`src/rtl/rv_muldiv_unit.sv`:
```
// ============================================================================
// Module   : rv_muldiv_unit
// Brief    : RV32M/RV64M multi-cycle multiply/divide unit with valid/ready
//            handshakes; single-cycle registered multiply, radix-2 restoring
//            divide. MULDIV_FAST_SPECIAL_EN lets divide-by-zero and signed
//            overflow skip the iterative divide.
// Revision : 1.0 - initial release
// ============================================================================
`default_nettype none

module rv_muldiv_unit #(
    parameter int XLEN  = 32,
    parameter int CNT_W = $clog2(XLEN) + 1
) (
    input  logic            clk,
    input  logic            rst,
    input  logic            in_valid,
    output logic            in_ready,
    input  logic [2:0]      op,
    input  logic [XLEN-1:0] a,
    input  logic [XLEN-1:0] b,
    input  logic            flush,
    output logic            out_valid,
    input  logic            out_ready,
    output logic [XLEN-1:0] result,
    output logic            busy
);

    localparam logic [1:0] c_idle = 2'd0;
    localparam logic [1:0] c_mul  = 2'd1;
    localparam logic [1:0] c_div  = 2'd2;
    localparam logic [1:0] c_done = 2'd3;

    localparam logic [XLEN-1:0] c_min  = {1'b1, {(XLEN-1){1'b0}}};
    localparam logic [XLEN-1:0] c_ones = {XLEN{1'b1}};

    logic [1:0]      r_state;
    logic [1:0]      r_op;
    logic [XLEN-1:0] r_quot;      // multiplicand during MUL, dividend/quotient during DIV
    logic [XLEN-1:0] r_divisor;   // multiplier during MUL, divisor magnitude during DIV
    logic [XLEN:0]   r_rem;
    logic [CNT_W-1:0] r_cnt;
    logic            r_neg_q;
    logic            r_neg_r;
    logic            r_special;
    logic [XLEN-1:0] r_special_val;
    logic [XLEN-1:0] r_result;

    // Operand preparation at accept
    logic            w_accept;
    logic            w_signed_div;
    logic            w_a_neg;
    logic            w_b_neg;
    logic [XLEN-1:0] w_abs_a;
    logic [XLEN-1:0] w_abs_b;
    logic            w_b_zero;
    logic            w_ovf;
    logic [XLEN-1:0] w_special_val;

    assign w_accept      = in_valid & in_ready;
    assign w_signed_div  = ~op[0];
    assign w_a_neg       = w_signed_div & a[XLEN-1];
    assign w_b_neg       = w_signed_div & b[XLEN-1];
    assign w_abs_a       = w_a_neg ? (~a + 1'b1) : a;
    assign w_abs_b       = w_b_neg ? (~b + 1'b1) : b;
    assign w_b_zero      = (b == '0);
    assign w_ovf         = w_signed_div & (a == c_min) & (b == c_ones);
    assign w_special_val = w_b_zero ? (op[1] ? a : c_ones)
                                    : (op[1] ? '0 : a);

    // Multiply: sign-extend to 2*XLEN so one unsigned product covers all forms
    logic              w_sa;
    logic              w_sb;
    logic [2*XLEN-1:0] w_a_ext;
    logic [2*XLEN-1:0] w_b_ext;
    logic [2*XLEN-1:0] w_prod;

    assign w_sa    = (r_op != 2'b11);
    assign w_sb    = ~r_op[1];
    assign w_a_ext = {{XLEN{w_sa & r_quot[XLEN-1]}}, r_quot};
    assign w_b_ext = {{XLEN{w_sb & r_divisor[XLEN-1]}}, r_divisor};
    assign w_prod  = w_a_ext * w_b_ext;

    // One restoring-divide step
    logic [XLEN+1:0] w_rem_shift;
    logic [XLEN+1:0] w_diff;
    logic            w_borrow;
    logic [XLEN:0]   w_rem_next;
    logic [XLEN-1:0] w_quot_next;
    logic [XLEN-1:0] w_quot_fix;
    logic [XLEN-1:0] w_rem_fix;

    assign w_rem_shift = {r_rem, r_quot[XLEN-1]};
    assign w_diff      = w_rem_shift - {2'b00, r_divisor};
    assign w_borrow    = w_diff[XLEN+1];
    assign w_rem_next  = w_borrow ? w_rem_shift[XLEN:0] : w_diff[XLEN:0];
    assign w_quot_next = {r_quot[XLEN-2:0], ~w_borrow};
    assign w_quot_fix  = r_neg_q ? (~w_quot_next + 1'b1) : w_quot_next;
    assign w_rem_fix   = r_neg_r ? (~w_rem_next[XLEN-1:0] + 1'b1) : w_rem_next[XLEN-1:0];

    always_ff @(posedge clk) begin
        if (rst) begin
            r_state       <= c_idle;
            r_op          <= '0;
            r_quot        <= '0;
            r_divisor     <= '0;
            r_rem         <= '0;
            r_cnt         <= '0;
            r_neg_q       <= 1'b0;
            r_neg_r       <= 1'b0;
            r_special     <= 1'b0;
            r_special_val <= '0;
            r_result      <= '0;
        end else begin
            case (r_state)
                c_idle: begin
                    if (w_accept) begin
                        r_op          <= op[1:0];
                        r_quot        <= op[2] ? w_abs_a : a;
                        r_divisor     <= op[2] ? w_abs_b : b;
                        r_rem         <= '0;
                        r_cnt         <= CNT_W'(XLEN);
                        r_neg_q       <= w_a_neg ^ w_b_neg;
                        r_neg_r       <= w_a_neg;
                        r_special     <= w_b_zero | w_ovf;
                        r_special_val <= w_special_val;
                        if (!op[2]) begin
                            r_state <= c_mul;
                        end else begin
`ifdef MULDIV_FAST_SPECIAL_EN
                            if (w_b_zero | w_ovf) begin
                                r_result <= w_special_val;
                                r_state  <= c_done;
                            end else begin
                                r_state  <= c_div;
                            end
`else
                            r_state <= c_div;
`endif
                        end
                    end
                end
                c_mul: begin
                    if (flush) begin
                        r_state <= c_idle;
                    end else begin
                        r_result <= (r_op == 2'b00) ? w_prod[XLEN-1:0] : w_prod[2*XLEN-1:XLEN];
                        r_state  <= c_done;
                    end
                end
                c_div: begin
                    if (flush) begin
                        r_state <= c_idle;
                    end else begin
                        r_rem  <= w_rem_next;
                        r_quot <= w_quot_next;
                        r_cnt  <= r_cnt - 1'b1;
                        // Last quotient bit is formed and sign-corrected on the same edge
                        if (r_cnt == CNT_W'(1)) begin
                            r_result <= r_special ? r_special_val
                                                  : (r_op[1] ? w_rem_fix : w_quot_fix);
                            r_state  <= c_done;
                        end
                    end
                end
                default: begin
                    if (flush || out_ready) begin
                        r_state <= c_idle;
                    end
                end
            endcase
        end
    end

    assign in_ready  = (r_state == c_idle) & ~rst;
    assign out_valid = (r_state == c_done);
    assign busy      = (r_state != c_idle);
    assign result    = r_result;

endmodule

`default_nettype wire

```
`config.mk`:
```
export PLATFORM = sky130hd
export DESIGN_NAME = rv_muldiv_unit
export DESIGN_NICKNAME = d
export VERILOG_FILES = /design/src/rtl/rv_muldiv_unit.sv
export SDC_FILE = /design/constraint.sdc
export NUM_CORES = 2
export LEC_CHECK = 0
export ABC_AREA = 1
export BUFFER_PORTS_ARGS = -buffer_cell sky130_fd_sc_hd__buf_2
export CORE_MARGIN = 3
export CORE_UTILIZATION = 61
export DETAILED_ROUTE_END_ITERATION = 8
export PLACE_DENSITY = 0.78
export SLEW_MARGIN = 20
export SYNTH_ARGS = -nofsm -noshare
export SYNTH_HDL_FRONTEND = slang
export SYNTH_SLANG_ARGS = --single-unit
```
`constraint.sdc`:
```
create_clock -name clk -period 11.5 [get_ports clk]
set_input_delay 1.15 -clock clk [delete_from_list [all_inputs] [get_ports clk]]
set_output_delay 1.15 -clock clk [all_outputs]
set_load 0.01 [all_outputs]
```
### Yosys cells after proc, flatten, opt, wreduce, memory -nomap -nowiden

Index checks and enable logic that the tools add are counted.

| storage, ports and cells | value |
|---|---|
| output and inout bits | 35 |
| register bits | 174 |
| logic and storage cells | 93 |

| cells by class | value |
|---|---|
| muxes and demuxes | 33 |
| multipliers | 1 |
| equal/unequal tests | 12 |
| reductions and logical operators | 12 |
| bitwise logic cells | 18 |
| add/subtract/negate cells | 6 |

Operators by type and width:

| kind | count |
|---|---|
| 32-bit two-way mux | 17 |
| 32-bit by 1-bit adder with 32-bit output (second input constant) | 4 |
| 32-bit inverter | 4 |
| 32-bit case mux with 2 select lines | 2 |
| 33-bit two-way mux | 3 |
| 33-bit case mux with 2 select lines | 1 |
| 32-bit equality test (second input constant) | 2 |
| 33-bit by 33-bit multiplier with 64-bit output | 1 |
| 34-bit by 32-bit subtractor with 34-bit output | 1 |
| 32-bit logical NOT | 1 |
| 2-bit two-way mux | 6 |
| 6-bit two-way mux | 2 |
| 6-bit case mux with 2 select lines | 1 |
| 2-bit inequality test (second input constant) | 5 |
| 1-bit AND | 8 |
| 6-bit by 1-bit equality test with 1-bit output (second input constant) | 1 |
| 2-bit case mux with 3 select lines | 1 |
| 3-bit AND reduction | 2 |
| 2-bit nonzero test | 3 |
| 6-bit by 1-bit subtractor with 6-bit output (second input constant) | 1 |
| 2-bit equality test (second input constant) | 2 |
| 2-bit logical NOT | 2 |
| 1-bit inverter | 4 |
| 4-bit AND reduction | 1 |
| other kinds (7) | 7 |

### Longest topological paths before layout

| logic depth | value |
|---|---|
| depth after elaboration | 10 |
| gate-level depth with buffers | 39 |
| depth with buffers taken out | 37 |

### Worst setup path after synthesis

No wires, ideal clock.

| path | value |
|---|---|
| path kind | reg2reg |
| from | register r_op[1] |
| to | register r_result[28], in the netlist result[28] |
| data arrival time | 8.076 ns |
| period minus slack after synthesis | 8.195 ns |
| path slack | 3.305 ns |
| stages on the path, launching flop included | 35 |
| data required time | 11.381 ns |
| cells stage by stage | dfxtp_1 > clkbuf_1 > nand2_1 > nand2_1 > clkbuf_1 > nor2_1 > fa_1 > inv_1 > fa_1 > inv_1 > fa_1 > inv_1 > fa_1 > inv_1 > fa_1 > fa_1 > inv_1 > fa_1 > fa_1 > inv_1 > ha_1 > nand2_1 > nor2_1 > nand2_1 > nor2_1 > inv_1 > nor3_1 > nand2_1 > o211ai_1 > a21oi_1 > xor2_1 > nand2_1 > nand2_1 > a21oi_1 > a21oi_1 |

| on the way | value |
|---|---|
| word-level cells in the longest chain between the ends | 6 |
| elaborated cells between the ends (all ways) | 13 |

Ends and longest elaborated chain:

| what | RTL line | source |
|---|---|---|
| start, declared | 38 | `logic [1:0] r_op;` |
| start signal, assigned | 118 | `r_op <= op[1:0];` |
| 2-bit inequality test / 1-bit inverter (equally long branches) | 78, 79 |  |
| 1-bit AND, on equally long branches | 80, 81 |  |
| 33-bit by 33-bit multiplier with 64-bit output | 82 | `assign w_prod = w_a_ext * w_b_ext;` |
| 32-bit two-way mux | 147 | `r_result <= (r_op == 2'b00) ? w_prod[XLEN-1:0] : w_prod[2*XLEN-1:XLEN];` |
| 32-bit two-way mux | 144 | `if (flush) begin` |
| 32-bit case mux with 2 select lines * | 115 | `case (r_state)` |
| end signal, assigned | 147 |  |
| end signal, assigned | 160 | `r_result <= r_special ? r_special_val` |
| end, declared | 47 | `logic [XLEN-1:0] r_result;` |

Mark *: on every way between the ends. The rest lies on a longest branch, timed or not. The select of a mux whose other input is x is not followed.
A chain may end at the register's enable or synchronous reset.

### Final worst setup path

Same ends and word-level chain as after synthesis.

==> flow_metrics.py <==
metrics = {
    "status": {
        "status": "completed",
    },
    "detailed_routing": {
        "detail_route.wl_per_cell_um": 22.0,
        "antenna_violating_nets_post_route": 0,
        "routed-via-count": 47600,
        "route.detailed.drc": 0,
        "finalWirelength_mm": 182,
        "dr.pass1.iters": 8,
        "drt_first_iter_violations": 4510,
        "vias_per_cell": 5.75,
    },
    "synth": {
        "synth-edff-count": 0,
        "synth_top_family_by_area": "adder cells",
        "postSynth.topFlopCell": "sky130_fd_sc_hd__dfxtp_1",
        "yosysMostFrequentCell": "sky130_fd_sc_hd__nand2_1",
        "yosys.area.top_type": "sky130_fd_sc_hd__fa_1",
        "synth_xor_area_frac": 0.0143,
        "simple_gate_area_share_of_the_yosys_netlist": 0.200,
        "post_synth_instance_area_mm2": 0.0534,
        "yosys.cell_types.count": 58,
        "synth-adder-area-share": 0.482,
        "yosys_warnings": 0,
        "synth.net_count": 8737,
        "synthMuxAreaShare": 0,
        "ys_top_cells_by_count": "sky130_fd_sc_hd__nand2_1 (1873), sky130_fd_sc_hd__inv_1 (1796), sky130_fd_sc_hd__fa_1 (1126)",
        "synth_compound_gate_area_share": 0.0827,
        "synth-async-reset-ratio": 0,
        "largest_cells_by_area_after_synthesis": "sky130_fd_sc_hd__fa_1 (42%), sky130_fd_sc_hd__nand2_1 (13%), sky130_fd_sc_hd__inv_1 (13%)",
        "synthCells": 7283,
        "share_of_synthesized_area_occupied_by_flip_flops_and_latches": 0.0652,
        "ys_seq_elements": 174,
        "synthesis.area_per_instance_um2": 7.33,
        "synthDominantCellAreaShare": 0.422,
    },
    "layout": {
        "fillCellCount": 7660,
        "area_delta_synth_final_pct": 3.34,
        "nNetsFinal": 8572,
        "multi_input_area_mm2": 0.0417,
        "seq_area_mm2": 0.00349,
        "finalInstanceArea_mm2": 0.0552,
        "layout.core_utilization": 0.642,
        "final_layout_size_suffix_gt1_frac": 0.0432,
    },
    "cts": {
        "clk_pin_slew_worst_paths_ns": 0.09,
        "ctsLongestPathBuffers": 2,
        "tritoncts.num_buffers": 17,
        "holdBufCountCts": 0,
        "cts-resized-gates": 0,
        "htreeDepth": 4,
        "cts.sinks": 174,
        "cts_root_buffer": "sky130_fd_sc_hd__clkbuf_16",
        "post-cts-setup-buffer-count": 0,
        "insertion_delay_ns": 0.48,
        "tritoncts": "yes",
    },
    "worst_setup_path": {
        "ff2ff_path_depth": 29,
        "cpMaxStageDelayCell": "sky130_fd_sc_hd__nand2_1",
        "worst_r2r_endpoint": "result[28]",
        "worstSetupPathType": "flip-flop to flip-flop",
        "cp.arrival_ns": 10.08,
        "cp_data_required_time_ns": 11.92,
        "worstSetupStartpointType": "flip-flop",
        "timing.critical_path.mode_cell": "sky130_fd_sc_hd__fa_1",
        "critical-path-max-stage-delay_ns": 0.70,
        "worst_path_max_fanout": 47,
        "worst_setup_end_kind": "flip-flop",
        "r2r_start": "r_op[1]",
        "setup.reg_to_reg.worst_slack_ns": 1.83,
    },
    "power": {
        "worst_ir_drop_vdd_mv": 0.262,
        "power.density_cell_area_mw_per_mm2": 200,
        "power.static_leakage_nw": 30.3,
    },
    "grt": {
        "global_route.usage.total": 0.410,
        "met3_usage": 0.0808,
        "initial_antenna_violation_count": 8,
        "met1_layer_usage_reported_by_global_route": 0.491,
        "grt_util_met2": 0.681,
        "gr-total-overflow": 0,
        "largest_net_degree_at_the_start_of_global_routing": 97,
        "grt_first_pass_wirelength_mm": 281,
        "vias_in_the_first_global_route": 49200,
        "busiest_layer": "met2",
    },
    "placed_design": {
        "detailedPlacementHpwl_mm": 147,
        "io_buf_count": 106,
        "detailed_place.area_mm2": 0.0546,
        "gp_routability_congestion": 1.06,
    },
    "worst_hold_path": {
        "hold-path-cell-count": 2,
        "hp-class": "flip-flop to flip-flop",
        "min-delay-start": "r_special_val[22]",
        "worst_hold_path.endpoint": "r_special_val[22]",
    },
    "sta": {
        "timing.clock.skew_ns": 0.0191,
        "finalSetupViolCount": 0,
        "tightestPinTransition_ns": 1.26,
        "worst_slew_margin_rel": 0.161,
        "period_needed_ns": 9.67,
        "final_hold_viol_count": 0,
        "fin_worst_hold_slack_ns": 0.472,
        "rsz0062_at_grt": "no",
        "layout_worst_path_cycle_share": 0.841,
        "timing.fmax_mhz": 103,
        "timing_max_transition_violations_final": 0,
        "timing.setup.tns_ns": 0,
    },
    "floorplan": {
        "die_w_um": 302,
        "initial_core_util": 0.621,
        "placeable_area_mm2": 0.0859,
        "io_pins": 107,
        "fp.dieArea_mm2": 0.0911,
        "die_h_um": 302,
        "row_count": 107,
    },
    "run": {
        "cap_violations": 0,
    },
}
-- stage by stage --
| stage | setup WS [ns] | power, mW | instances |
|---|---|---|---|
| finish | 1.83 | 11.0 | 8277 |
| global route | 1.21 | 12.1 | 8275 |
| CTS | 1.69 | 10.9 | 8275 |
| detailed placement | 1.71 | 10.2 | 8243 |
| global placement | 1.89 | 10.1 | 8243 |
| floorplan | 3.30 | 7.04 | 7283 |
-- cell type report --
type,count,share of cell area
timing repair buffer,194,0.0217
inverter,1810,0.123
clock buffer,17,0.00771
sequential,174,0.0633
antenna,2,0.0000907
clock inverter,15,0.00315
multi-input combinational,4921,0.755
tap,1144,0.0259
-- per-layer routing --
metal | wire, um | share of wire
met5 | 38 | 0.00021
met4 | 14300 | 0.079
met3 | 17700 | 0.098
met2 | 85900 | 0.47
met1 | 63800 | 0.35
-- cell families after synthesis --
family | after synthesis
simple gates | 2656
buf+inv | 2188
fa+ha+maj | 1382
compound gates | 796
flops | 174
xor+xnor | 87
-- report_power, final --
group	leakage [nW]	internal [mW]	switching (mW)
clock	0.290	0.295	0.342
combinational	28.6	3.10	6.38
sequential	1.42	0.715	0.172
total	30.3	4.11	6.90
-- cells in the final DEF, fill, tap and decap left out, drive strengths merged, types with 2 or more instances in the layout --
cell / synthesis / final
a211oi: 3 / 3
a21boi: 24 / 24
a21o: 16 / 16
a21oi: 348 / 348
a221oi: 2 / 2
a22oi: 16 / 16
a31oi: 42 / 42
and2: 2 / 2
and3: 4 / 4
buf: 79 / 194
clkbuf: 299 / 17
clkinv: 6 / 13
dfxtp: 174 / 174
diode: 0 / 2
fa: 1126 / 1126
ha: 256 / 256
inv: 1804 / 1811
nand2: 1888 / 1888
nand3: 213 / 213
nand3b: 16 / 16
nand4: 36 / 36
nor2: 417 / 417
nor3: 50 / 50
nor4: 17 / 17
o211ai: 25 / 25
o21a: 6 / 6
o21ai: 273 / 273
o21bai: 18 / 18
o221ai: 7 / 7
o22ai: 6 / 6
o31ai: 4 / 4
or2: 12 / 12
xnor2: 30 / 30
xor2: 57 / 57
-- state kept, by name, summed over array words and instances, names as in the netlist --
name,cells
r_rem,33
r_divisor,32
r_quot,32
r_special_val,32
result,32
r_cnt,6
r_op,2
r_state,2
r_neg_q,1
r_neg_r,1
r_special,1
-- critical path, delay by kind of cell (launching register included) --
kind / cells / cell delay, ns
AOI/OAI and AO/OA: 7 / 1.40
xor gates and xnor gates: 1 / 0.16
adders and majority gates: 9 / 4.87
buffers and inverters: 7 / 1.49
DFF: 1 / 0.32
and+or+nand+nor: 5 / 1.33
-- worst max path at each step --
stage	start	to	slack [ns]	cells past startpoint
final	r_op[1]	result[28]	1.83	29
after global routing	r_op[1]	result[28]	1.21	33
after CTS	r_op[1]	result[31]	1.69	30
after detailed placement	r_op[1]	result[27]	1.71	32
after global placement	r_op[1]	result[31]	1.89	31
after floorplan	r_op[1]	result[28]	3.30	34
Note: power is estimated with default switching activity, not from simulation.
